**src/rtl/seq_pattern_pkg.sv**
```systemverilog
// ---------------------------------------------------------------------------
// seq_pattern_pkg
// Shared definitions for the serial bit-pattern transmitter slice.
//   state_t : transmitter FSM states (IDLE, SEND, GAP, DONE)
//   PAT_W   : default maximum pattern length in bits
//   LEN_W   : default width of the length field (must be able to hold PAT_W)
//   REP_W   : default width of the repetition count field
//   GAP_W   : default width of the inter-repeat gap field
// ---------------------------------------------------------------------------
package seq_pattern_pkg;

   localparam int PAT_W = 8;
   localparam int LEN_W = 4;
   localparam int REP_W = 4;
   localparam int GAP_W = 4;

   // Transmitter states: waiting for a request, shifting pattern bits,
   // idling between repetitions, and the one-cycle completion state.
   typedef enum logic [1:0] {
      IDLE = 2'd0,
      SEND = 2'd1,
      GAP  = 2'd2,
      DONE = 2'd3
   } state_t;

endpackage

```
**src/rtl/seq_pattern_tx_if.sv**
```systemverilog
// ---------------------------------------------------------------------------
// seq_pattern_tx_if
// Request/response and serial-stream bundle of the pattern transmitter.
//   start     : request strobe (master -> slave)
//   pat       : pattern, bits [len-1:0] are sent MSB-first (master -> slave)
//   len       : bits per repetition (master -> slave)
//   reps      : number of repetitions (master -> slave)
//   gap       : idle cycles between repetitions (master -> slave)
//   ready     : transmitter idle and able to accept start (slave -> master)
//   busy      : request in progress, through the done cycle (slave -> master)
//   done      : one-cycle completion pulse (slave -> master)
//   ser_out   : serial data bit (slave -> master)
//   ser_valid : ser_out carries a pattern bit (slave -> master)
// The master modport is the requester / stream consumer; the slave modport
// is the transmitter itself.
// ---------------------------------------------------------------------------
interface seq_pattern_tx_if #(
   parameter int PAT_W = seq_pattern_pkg::PAT_W,
   parameter int LEN_W = seq_pattern_pkg::LEN_W,
   parameter int REP_W = seq_pattern_pkg::REP_W,
   parameter int GAP_W = seq_pattern_pkg::GAP_W
) ();
   import seq_pattern_pkg::*;

   logic             start;
   logic [PAT_W-1:0] pat;
   logic [LEN_W-1:0] len;
   logic [REP_W-1:0] reps;
   logic [GAP_W-1:0] gap;
   logic             ready;
   logic             busy;
   logic             done;
   logic             ser_out;
   logic             ser_valid;

   modport master (
      output start, pat, len, reps, gap,
      input  ready, busy, done, ser_out, ser_valid
   );

   modport slave (
      input  start, pat, len, reps, gap,
      output ready, busy, done, ser_out, ser_valid
   );

endinterface

```
**src/rtl/seq_pattern_piso.sv**
```systemverilog
// ---------------------------------------------------------------------------
// seq_pattern_piso
// Parallel-in, serial-out shift register, MSB first.
//   clk       : clock, rising edge
//   rst       : synchronous active-high reset, clears the register
//   load      : load load_data (takes priority over shift)
//   shift     : shift left by one, filling with zero
//   load_data : pattern already aligned so its first bit sits in the MSB
//   ser_bit   : current bit (register MSB)
// Because zeros are shifted in and the loaded pattern has zeros below its
// valid bits, the register drains to all-zero after the last valid bit.
// The transmitter relies on that so the serial line idles low for free.
// ---------------------------------------------------------------------------
module seq_pattern_piso #(
   parameter int PAT_W = 8
) (
   input  logic             clk,
   input  logic             rst,
   input  logic             load,
   input  logic             shift,
   input  logic [PAT_W-1:0] load_data,
   output logic             ser_bit
);

   logic [PAT_W-1:0] shift_reg;

   // Shift register: reset clears, load replaces the contents, shift moves
   // the next bit into the MSB position.
   always_ff @(posedge clk) begin
      if (rst) begin
         shift_reg <= '0;
      end else if (load) begin
         shift_reg <= load_data;
      end else if (shift) begin
         shift_reg <= shift_reg << 1;
      end
   end

   assign ser_bit = shift_reg[PAT_W-1];

endmodule

```
**src/rtl/seq_pattern_tx.sv**
```systemverilog
// ---------------------------------------------------------------------------
// seq_pattern_tx
// Serial bit-pattern transmitter. Accepts a pattern, length, repetition count
// and gap, then sends bits [len-1:0] MSB-first, one per clock, repeating the
// pattern reps times with gap idle cycles between repetitions.
//   clk : clock, rising edge
//   rst : synchronous active-high reset; aborts any transfer without done
//   bus : seq_pattern_tx_if slave modport
//         (start/pat/len/reps/gap in, ready/busy/done/ser_out/ser_valid out)
// All outputs come straight from flops. Zero length or zero repetitions
// complete immediately; lengths above PAT_W are clamped to PAT_W.
// ---------------------------------------------------------------------------
module seq_pattern_tx #(
   parameter int PAT_W = seq_pattern_pkg::PAT_W,
   parameter int LEN_W = seq_pattern_pkg::LEN_W,
   parameter int REP_W = seq_pattern_pkg::REP_W,
   parameter int GAP_W = seq_pattern_pkg::GAP_W
) (
   input  logic          clk,
   input  logic          rst,
   seq_pattern_tx_if.slave bus
);
   import seq_pattern_pkg::*;

   state_t           state_q, state_d;
   logic [LEN_W-1:0] bit_cnt_q, bit_cnt_d;
   logic [LEN_W-1:0] len_q, len_d;
   logic [REP_W-1:0] rep_cnt_q, rep_cnt_d;
   logic [GAP_W-1:0] gap_cnt_q, gap_cnt_d;
   logic [GAP_W-1:0] gap_q, gap_d;
   logic             ready_q, ready_d;
   logic             busy_q, busy_d;
   logic             done_q, done_d;
   logic             valid_q, valid_d;
   logic [LEN_W-1:0] len_clamped;
   logic [PAT_W-1:0] pat_q, pat_d;
   logic             piso_load;
   logic             piso_shift;
   logic [PAT_W-1:0] piso_data;
   logic             piso_bit;

   // Keep only bits [n-1:0] of the pattern and move them to the top of the
   // word, so that bit n-1 is the first one out of the shift register and
   // everything below the pattern is zero.
   function automatic logic [PAT_W-1:0] align_pattern(
      input logic [PAT_W-1:0] p,
      input logic [LEN_W-1:0] n
   );
      logic [PAT_W-1:0] mask;
      mask = ~({PAT_W{1'b1}} << n);
      return (p & mask) << (LEN_W'(PAT_W) - n);
   endfunction

   // Next-state and next-output logic. Outputs are computed for the state we
   // are about to enter, so that once registered they line up with it: the
   // first bit appears the cycle after start is accepted, and done appears
   // the cycle after the last bit. The bit counter holds the number of bits
   // still to send after the current one, the repetition counter the number
   // of repetitions still to start, and the gap counter the idle cycles left
   // after the current one; reaching zero is what triggers each transition.
   always_comb begin
      state_d     = state_q;
      bit_cnt_d   = bit_cnt_q;
      len_d       = len_q;
      rep_cnt_d   = rep_cnt_q;
      gap_cnt_d   = gap_cnt_q;
      gap_d       = gap_q;
      pat_d       = pat_q;
      ready_d     = 1'b0;
      busy_d      = 1'b1;
      done_d      = 1'b0;
      valid_d     = 1'b0;
      piso_load   = 1'b0;
      piso_shift  = 1'b0;
      piso_data   = pat_q;
      len_clamped = (bus.len > LEN_W'(PAT_W)) ? LEN_W'(PAT_W) : bus.len;

      unique case (state_q)
         IDLE: begin
            ready_d = 1'b1;
            busy_d  = 1'b0;
            if (bus.start) begin
               ready_d = 1'b0;
               busy_d  = 1'b1;
               if (len_clamped == '0 || bus.reps == '0) begin
                  state_d = DONE;
                  done_d  = 1'b1;
               end else begin
                  state_d   = SEND;
                  valid_d   = 1'b1;
                  len_d     = len_clamped;
                  bit_cnt_d = len_clamped - LEN_W'(1);
                  rep_cnt_d = bus.reps - REP_W'(1);
                  gap_d     = bus.gap;
                  pat_d     = align_pattern(bus.pat, len_clamped);
                  piso_data = align_pattern(bus.pat, len_clamped);
                  piso_load = 1'b1;
               end
            end
         end

         SEND: begin
            if (bit_cnt_q != '0) begin
               bit_cnt_d  = bit_cnt_q - LEN_W'(1);
               piso_shift = 1'b1;
               valid_d    = 1'b1;
            end else if (rep_cnt_q == '0) begin
               state_d    = DONE;
               done_d     = 1'b1;
               piso_shift = 1'b1;
            end else begin
               rep_cnt_d = rep_cnt_q - REP_W'(1);
               if (gap_q == '0) begin
                  bit_cnt_d = len_q - LEN_W'(1);
                  piso_load = 1'b1;
                  valid_d   = 1'b1;
               end else begin
                  state_d    = GAP;
                  gap_cnt_d  = gap_q - GAP_W'(1);
                  piso_shift = 1'b1;
               end
            end
         end

         GAP: begin
            if (gap_cnt_q == '0) begin
               state_d   = SEND;
               bit_cnt_d = len_q - LEN_W'(1);
               piso_load = 1'b1;
               valid_d   = 1'b1;
            end else begin
               gap_cnt_d = gap_cnt_q - GAP_W'(1);
            end
         end

         DONE: begin
            state_d = IDLE;
            ready_d = 1'b1;
            busy_d  = 1'b0;
         end

         default: begin
            state_d = IDLE;
            ready_d = 1'b1;
            busy_d  = 1'b0;
         end
      endcase
   end

   // State, counter, captured-request and output registers. Reset wins over
   // everything else, so a reset during a transfer drops straight back to
   // IDLE with no done pulse.
   always_ff @(posedge clk) begin
      if (rst) begin
         state_q   <= IDLE;
         bit_cnt_q <= '0;
         len_q     <= '0;
         rep_cnt_q <= '0;
         gap_cnt_q <= '0;
         gap_q     <= '0;
         pat_q     <= '0;
         ready_q   <= 1'b1;
         busy_q    <= 1'b0;
         done_q    <= 1'b0;
         valid_q   <= 1'b0;
      end else begin
         state_q   <= state_d;
         bit_cnt_q <= bit_cnt_d;
         len_q     <= len_d;
         rep_cnt_q <= rep_cnt_d;
         gap_cnt_q <= gap_cnt_d;
         gap_q     <= gap_d;
         pat_q     <= pat_d;
         ready_q   <= ready_d;
         busy_q    <= busy_d;
         done_q    <= done_d;
         valid_q   <= valid_d;
      end
   end

   // The shift register drains to zero after every repetition and is
   // cleared by reset, so its MSB can drive the serial line directly and is
   // low whenever ser_valid is low.
   seq_pattern_piso #(
      .PAT_W (PAT_W)
   ) u_piso (
      .clk       (clk),
      .rst       (rst),
      .load      (piso_load),
      .shift     (piso_shift),
      .load_data (piso_data),
      .ser_bit   (piso_bit)
   );

   assign bus.ready     = ready_q;
   assign bus.busy      = busy_q;
   assign bus.done      = done_q;
   assign bus.ser_valid = valid_q;
   assign bus.ser_out   = piso_bit;

endmodule

```
**src/flat_wrapper.sv**
```systemverilog
// flat-port wrapper written by rule: the top's interface ports become plain ports
module seq_pattern_tx_flat import seq_pattern_pkg::*;
#(
   parameter int PAT_W = seq_pattern_pkg::PAT_W,
   parameter int LEN_W = seq_pattern_pkg::LEN_W,
   parameter int REP_W = seq_pattern_pkg::REP_W,
   parameter int GAP_W = seq_pattern_pkg::GAP_W
)
  (clk, rst, bus_start, bus_pat, bus_len, bus_reps, bus_gap, bus_ready, bus_busy, bus_done, bus_ser_out, bus_ser_valid);
  seq_pattern_tx_if #(.PAT_W(PAT_W), .LEN_W(LEN_W), .REP_W(REP_W), .GAP_W(GAP_W)) bus_i ();
  input  logic clk;
  input  logic rst;
  input wire logic [$bits(bus_i.start)-1:0] bus_start;
  input wire logic [$bits(bus_i.pat)-1:0] bus_pat;
  input wire logic [$bits(bus_i.len)-1:0] bus_len;
  input wire logic [$bits(bus_i.reps)-1:0] bus_reps;
  input wire logic [$bits(bus_i.gap)-1:0] bus_gap;
  output wire logic [$bits(bus_i.ready)-1:0] bus_ready;
  output wire logic [$bits(bus_i.busy)-1:0] bus_busy;
  output wire logic [$bits(bus_i.done)-1:0] bus_done;
  output wire logic [$bits(bus_i.ser_out)-1:0] bus_ser_out;
  output wire logic [$bits(bus_i.ser_valid)-1:0] bus_ser_valid;
  assign bus_i.start = bus_start;
  assign bus_i.pat = bus_pat;
  assign bus_i.len = bus_len;
  assign bus_i.reps = bus_reps;
  assign bus_i.gap = bus_gap;
  assign bus_ready = bus_i.ready;
  assign bus_busy = bus_i.busy;
  assign bus_done = bus_i.done;
  assign bus_ser_out = bus_i.ser_out;
  assign bus_ser_valid = bus_i.ser_valid;
  seq_pattern_tx #(.PAT_W(PAT_W), .LEN_W(LEN_W), .REP_W(REP_W), .GAP_W(GAP_W)) u_core (.clk(clk), .rst(rst), .bus(bus_i));
endmodule
```
**config.mk**
```make
export PLATFORM = sky130hd
export DESIGN_NAME = seq_pattern_tx_flat
export DESIGN_NICKNAME = d
export VERILOG_FILES = /design/src/rtl/seq_pattern_pkg.sv /design/src/rtl/seq_pattern_tx_if.sv /design/src/rtl/seq_pattern_piso.sv /design/src/rtl/seq_pattern_tx.sv /design/src/flat_wrapper.sv
export SDC_FILE = /design/constraint.sdc
export NUM_CORES = 1
export LEC_CHECK = 0
export BUFFER_PORTS_ARGS = -buffer_cell sky130_fd_sc_hd__buf_2
export CAP_MARGIN = 15
export CORE_MARGIN = 4
export CORE_UTILIZATION = 40
export DETAILED_ROUTE_END_ITERATION = 10
export PLACE_DENSITY = 0.61
export RECOVER_POWER = 50
export SLEW_MARGIN = 25
export SYNTH_ARGS = -nofsm -noshare
export SYNTH_HDL_FRONTEND = slang
export SYNTH_SLANG_ARGS = --single-unit
export TNS_END_PERCENT = 5
```
**constraint.sdc**
```tcl
create_clock -name clk -period 8.16 [get_ports clk]
set_input_delay 0.816 -clock clk [delete_from_list [all_inputs] [get_ports clk]]
set_output_delay 0.816 -clock clk [all_outputs]
set_load 0.02 [all_outputs]
```
# Word-level counts from Yosys, hierarchy flattened

Index checks and enable logic that the tools add are counted.

Bits in registers: 42
Bits in latches: 0
RAM bits: 0
ROM bits: 0
Output and inout port bits: 5
Word-level logic and storage cells: 108
Memories: 0

$add $sub $neg: 8
Multipliers: 0
Divide/modulo/power cells: 0
$lt $le $gt $ge: 1
Equal/unequal tests: 13
Shift-type cells: 2
Multiplexer cells: 52
Bitwise logic cells: 3
Reduce and logical (&&, ||, !) cells: 17

Operators with widths:

| kind                                                                | number |
|---|---|
| 4-bit two-way mux                                                   | 15 |
| 8-bit two-way mux                                                   | 5 |
| 4-bit by 1-bit subtractor with 4-bit output (second input constant) | 7 |
| 4-bit logical NOT                                                   | 5 |
| 1-bit two-way mux                                                   | 17 |
| 4-bit case mux with 2 select lines                                  | 2 |
| 2-bit two-way mux                                                   | 6 |
| 2-bit != test (second input constant)                               | 6 |
| 4-bit case mux with 3 select lines                                  | 1 |
| 5-bit AND reduction                                                 | 2 |
| 8-bit bitwise AND                                                   | 1 |
| 8-bit inverter                                                      | 1 |
| 2-bit case mux with 4 select lines                                  | 1 |
| 8-bit by 4-bit left shift with 8-bit output                         | 1 |
| 8-bit by 4-bit left shift with 8-bit output (first input constant)  | 1 |
| 3-bit by 2-bit != test with 1-bit output (second input constant)    | 2 |
| 1-bit case mux with 2 select lines                                  | 3 |
| 1-bit case mux with 3 select lines                                  | 2 |
| 6-bit AND reduction                                                 | 1 |
| 2-bit nonzero test                                                  | 3 |
| 2-bit equality test (second input constant)                         | 2 |
| 4-bit > comparator (second input constant)                          | 1 |
| 4-bit AND reduction                                                 | 1 |
| 4-bit nonzero test                                                  | 1 |
| 9 further kinds                                                     | 9 |

# Longest topological paths before layout

Depth after elaboration: 10
Depth in mapped cells: 11
Mapped depth without buffers: 10

# Hierarchy

Synthesis repeated with hierarchy kept, for this count alone.

Cells, all modules: 339
Area total of the unflattened synthesis: 2845.2 um2

By module, submodules not included:

| module           | instances | cells each | area each (um2) | seq. area each (um2) |
|---|---|---|---|---|
| seq_pattern_tx   | 1         | 304        | 2476.1          | 680.7 |
| seq_pattern_piso | 1         | 35         | 369.1           | 160.2 |

# Least setup slack after synthesis

Ideal clock, no wire load.

Path kind: input to register
Start: input bus_len[0]
End: register u_core.bit_cnt_q[1]
Library setup time: 0.070 ns
Data arrival time: 3.139 ns
Required time: 8.090 ns
Slack: 4.950 ns
Cell stages on the path: 10
Buffers on the path: 2
Cell sequence: clkbuf_1 -> nor2b_1 -> inv_1 -> ha_1 -> nor3b_1 -> or3_1 -> buf_6 -> a2111o_1 -> a211o_1 -> a21oi_1

Cells in the longest elaborated chain, start to end: 6
Elaborated cells on any way between the ends: 10

Ends and longest elaborated chain:

| item                                                                             | RTL line                                   | text |
|---|---|---|
| start, declared                                                                  | flat_wrapper.sv:15                         | `input wire logic [$bits(bus_i.len)-1:0] bus_len;` |
| 4-bit > comparator                                                               | seq_pattern_tx.sv:76                       | `len_clamped = (bus.len > LEN_W'(PAT_W)) ? LEN_W'(PAT_W) : bus.len;` |
| 4-bit two-way mux *                                                              | seq_pattern_tx.sv:76                       |  |
| 4-bit by 1-bit subtractor with 4-bit output or 4-bit logical NOT (tied branches) | seq_pattern_tx.sv:92, seq_pattern_tx.sv:85 |  |
| 4-bit two-way mux or 1-bit logical OR (tied branches)                            | seq_pattern_tx.sv:85                       | `if (len_clamped == '0 \|\| bus.reps == '0) begin` |
| 4-bit two-way mux or 2-bit != test (tied branches)                               | -                                          |  |
| 4-bit case mux with 3 select lines or 6-bit AND reduction (tied branches)        | -                                          |  |
| end signal, assigned                                                             | seq_pattern_tx.sv:168                      | `bit_cnt_q <= bit_cnt_d;` |
| end, declared                                                                    | seq_pattern_tx.sv:26                       | `logic [LEN_W-1:0] bit_cnt_q, bit_cnt_d;` |

Mark *: on every way between the ends. The rest lies on a longest branch, timed or not. The select of a mux whose other input is x is not followed.
A chain may end at the register's enable or synchronous reset.

# Final worst setup path

Start: input bus_len[3]
End: register u_core.bit_cnt_q[1]

Same word-level chain as after synthesis.

==> run_summary.xml <==
<?xml version="1.0" encoding="UTF-8"?>
<metrics>
  <group name="run_status">
    <metric name="outcome" unit="">completed</metric>
  </group>
  <group name="synthesis">
    <metric name="synth_cell_type_count" unit="">61</metric>
    <metric name="synth_largest_area_cell" unit="">sky130_fd_sc_hd__dfxtp_1</metric>
    <metric name="yosysTopAreaCellShare" unit="%">30.4</metric>
    <metric name="yosysWarningCount" unit="">0</metric>
    <metric name="synth_area_per_cell" unit="sq um">8.44</metric>
    <metric name="synth_cells" unit="">327</metric>
    <metric name="synth-xor-area-share" unit="%">0.952</metric>
    <metric name="dominant_combinational_cell_family_by_area_after_synthesis" unit="">compound AO/OA/AOI/OAI gates</metric>
    <metric name="mappedNetlistNets" unit="">363</metric>
    <metric name="synth-simple-area-share" unit="%">22.5</metric>
    <metric name="synth_seq_area_share" unit="%">30.4</metric>
    <metric name="synth_enable_flop_cells" unit="">0</metric>
    <metric name="synthTopCellsByArea" unit="">sky130_fd_sc_hd__dfxtp_1 30%, sky130_fd_sc_hd__ha_1 5.9%, sky130_fd_sc_hd__mux2i_1 5.8%</metric>
    <metric name="fraction_of_the_mapped_netlist_area_in_compound_gates" unit="%">23.4</metric>
    <metric name="synthFlopType" unit="">sky130_fd_sc_hd__dfxtp_1</metric>
    <metric name="synth.mux.area_fraction" unit="%">8.65</metric>
    <metric name="synth.cell_area" unit="sq um">2760</metric>
    <metric name="post_synth_fa_ha_maj_area_fraction" unit="%">5.89</metric>
    <metric name="postSynth.asyncResetShare" unit="%">0</metric>
    <metric name="synth-seq-cells" unit="">42</metric>
  </group>
  <group name="global_routing">
    <metric name="grt_use_met1" unit="%">21.4</metric>
    <metric name="global_route.usage.total" unit="%">15.4</metric>
    <metric name="global_route.usage.met3" unit="%">2.98</metric>
    <metric name="wire_length_of_the_first_global_routing_pass" unit="um">10500</metric>
    <metric name="grt_overflow_total" unit="">0</metric>
    <metric name="number_of_antenna_violations_at_the_first_check_in_global_routing" unit="">0</metric>
    <metric name="grt_pass1_vias" unit="">2200</metric>
    <metric name="top_usage_layer" unit="">met2</metric>
    <metric name="grt_max_degree" unit="">43</metric>
    <metric name="grt_util_met2" unit="%">23.7</metric>
  </group>
  <group name="timing">
    <metric name="slew-limit-headroom" unit="%">40.7</metric>
    <metric name="setup-tns-final" unit="ns">0</metric>
    <metric name="final-max-slew-violation-count" unit="">0</metric>
    <metric name="hold_viol_final" unit="">0</metric>
    <metric name="timing.hold.ws" unit="ns">0.468</metric>
    <metric name="clock-skew-final" unit="ns">0.00725</metric>
    <metric name="setup_violations" unit="">0</metric>
    <metric name="layout_setup_ws" unit="ns">4.55</metric>
    <metric name="tightestPinTransition" unit="ns">0.889</metric>
    <metric name="final.min_clock_period" unit="ns">3.61</metric>
    <metric name="final.period_utilization" unit="%">44.2</metric>
    <metric name="max_clock_freq" unit="MHz">277</metric>
    <metric name="rsz0062_at_grt" unit="">false</metric>
  </group>
  <group name="floorplan">
    <metric name="rows" unit="">30</metric>
    <metric name="placeableCoreArea" unit="sq um">6760</metric>
    <metric name="design.die.area" unit="sq um">8300</metric>
    <metric name="floorplan.die.height" unit="um">91.1</metric>
    <metric name="initial_core_util" unit="%">40.9</metric>
    <metric name="pin_count" unit="">28</metric>
    <metric name="die_x" unit="um">91.1</metric>
  </group>
  <group name="cts">
    <metric name="hold_buffers" unit="">0</metric>
    <metric name="path_clk_slew" unit="ns">0.08</metric>
    <metric name="cts-resized-gates" unit="">0</metric>
    <metric name="h-tree-depth" unit="">2</metric>
    <metric name="post_cts.repair.setup_buffers" unit="">0</metric>
    <metric name="cts-root-to-sink-buffers" unit="">2</metric>
    <metric name="cts_made_buffers" unit="">5</metric>
    <metric name="clk-insertion-delay-late" unit="ns">0.30</metric>
    <metric name="sinks_on_clock_net" unit="">42</metric>
    <metric name="tritoncts" unit="">yes</metric>
    <metric name="cts.root.buffer_cell" unit="">sky130_fd_sc_hd__clkbuf_8</metric>
  </group>
  <group name="place">
    <metric name="dp_worst_setup_slack" unit="ns">4.43</metric>
    <metric name="detailed_place.area" unit="sq um">2840</metric>
    <metric name="place_inst" unit="">412</metric>
    <metric name="dp_hpwl" unit="um">4620</metric>
    <metric name="rd_place_congestion" unit="">0.872</metric>
    <metric name="placement.io_buffers" unit="">27</metric>
  </group>
  <group name="setup_path">
    <metric name="critical_path.endpoint_type" unit="">flip-flop</metric>
    <metric name="cpPeakStageDelay" unit="ns">0.76</metric>
    <metric name="reg2regPathDepth" unit="">7</metric>
    <metric name="worst_r2r_startpoint" unit="">u_core.state_q[0]$_SDFFE_PP0P_</metric>
    <metric name="slowest_stage" unit="">sky130_fd_sc_hd__or3_1</metric>
    <metric name="critical_path_class" unit="">in -&gt; reg</metric>
    <metric name="cp_cell_sequence" unit="">clkbuf_1, nor2b_1, inv_1, ha_1, nor3b_1, or3_1, a2111o_1, a211o_1, a21oi_1</metric>
    <metric name="worst_reg_to_reg_setup_slack" unit="ns">5.22</metric>
    <metric name="critical_path_arrival" unit="ns">3.83</metric>
    <metric name="required" unit="ns">8.38</metric>
    <metric name="startpoint_type" unit="">primary input</metric>
    <metric name="crit_fanout" unit="">25</metric>
    <metric name="critical_path.reg2reg.endpoint" unit="">u_core.bit_cnt_q[1]$_SDFFE_PP0P_</metric>
  </group>
  <group name="layout">
    <metric name="layout_commonest_cell" unit="">sky130_fd_sc_hd__dfxtp_1</metric>
    <metric name="most-common-layout-cells" unit="">42 x sky130_fd_sc_hd__dfxtp_1, 30 x sky130_fd_sc_hd__nand2_1, 27 x sky130_fd_sc_hd__nor2_1</metric>
    <metric name="layoutNonFillerInstCount" unit="">420</metric>
    <metric name="layout-area-overhead-vs-synth" unit="%">6.39</metric>
    <metric name="fraction_of_final_layout_cells_with_drive_strength_greater_than_1" unit="%">12.4</metric>
    <metric name="finish.instance_area" unit="sq um">2940</metric>
    <metric name="final_util" unit="%">43.5</metric>
    <metric name="n_antenna_cell" unit="">0</metric>
    <metric name="finalNetCount" unit="">375</metric>
  </group>
  <group name="min_path">
    <metric name="worst_hold_startpoint" unit="">u_core.pat_q[4]$_SDFF_PP0_</metric>
    <metric name="worstHoldPathCells" unit="">2</metric>
    <metric name="whs_endpoint" unit="">u_core.pat_q[4]$_SDFF_PP0_</metric>
    <metric name="holdCritPathClass" unit="">reg -&gt; reg</metric>
  </group>
  <group name="pwr">
    <metric name="power.total" unit="mW">1.02</metric>
    <metric name="power_density" unit="nW/um^2">347</metric>
    <metric name="power_leakage" unit="nW">1.14</metric>
    <metric name="worst_ir_drop_vdd" unit="uV">104</metric>
  </group>
  <group name="routing">
    <metric name="drt_first_pass_iters" unit="">4</metric>
    <metric name="routed-via-count" unit="">2376</metric>
    <metric name="detail_route.vias_per_cell" unit="">5.66</metric>
    <metric name="wire_per_inst" unit="um">14.9</metric>
    <metric name="initialDrtViolationCount" unit="">104</metric>
    <metric name="drt-total-wl" unit="um">6260</metric>
    <metric name="route.antenna.remaining_nets" unit="">0</metric>
    <metric name="dr_drc_count" unit="">0</metric>
  </group>
  <group name="job">
    <metric name="cap_viol_max_count" unit="">0</metric>
  </group>
</metrics>
-- power by group --
group          internal (mW)  switching, mW  total, mW
registers              0.262         0.0468      0.309
clock network         0.0901         0.0735      0.164
logic                  0.228          0.320      0.548
total                  0.580          0.440       1.02
-- cell type report --
cell class	count	area [sq um]
clock buffers	5	68.8
clock inverters	3	40.0
fillers	701	3820
inverters	16	60.1
multi-input cells	246	1700
flip-flops and latches	42	841
well taps	80	100
repair buffers	28	131
-- worst max-delay path by stage --
stage | end | cells after the start | startpoint | slack [ns]
finish | u_core.bit_cnt_q[1]$_SDFFE_PP0P_ | 9 | bus_len[3] | 4.55
global route | u_core.u_piso.shift_reg[3]$_SDFFE_PP0P_ | 9 | bus_len[3] | 4.33
CTS | u_core.bit_cnt_q[1]$_SDFFE_PP0P_ | 9 | bus_len[0] | 4.74
detailed placement | u_core.bit_cnt_q[1]$_SDFFE_PP0P_ | 9 | bus_len[0] | 4.43
global placement | u_core.bit_cnt_q[1]$_SDFFE_PP0P_ | 9 | bus_len[3] | 4.53
floorplan | u_core.bit_cnt_q[1]$_SDFFE_PP0P_ | 10 | bus_len[0] | 4.95
-- synthesized netlist by cell type (8+ instances only) --
master,number
sky130_fd_sc_hd__nor3_1,11
sky130_fd_sc_hd__mux2i_1,16
sky130_fd_sc_hd__a21oi_1,23
sky130_fd_sc_hd__clkbuf_1,14
sky130_fd_sc_hd__o21ai_0,14
sky130_fd_sc_hd__nand2_1,30
sky130_fd_sc_hd__nor2b_1,8
sky130_fd_sc_hd__inv_1,16
sky130_fd_sc_hd__nor2_1,27
sky130_fd_sc_hd__a311oi_1,8
sky130_fd_sc_hd__ha_1,13
sky130_fd_sc_hd__dfxtp_1,42
-- kinds of logic (layout without fill, tap and decap cells) --
family / after synthesis / after routing
AOI/OAI and AO/OA: 91 / 91
xor gates and xnor gates: 3 / 3
buffers and inverters: 39 / 52
DFF: 42 / 42
and+or+nand+nor: 116 / 116
adders and majority gates: 13 / 13
muxes: 23 / 23
-- routing by layer --
metal  wire length (um)  share of wire (%)
met3                290                4.6
met1               3090                 49
met5                  0                  0
met2               2800                 45
met4                 81                1.3
-- critical path, delay by kind of cell --
family	cells	cell delay (ns)
simple gates	3	1.29
compound gates	3	1.08
buf+inv	2	0.39
fa+ha+maj	1	0.25
Power figures use the tool's default switching activity.
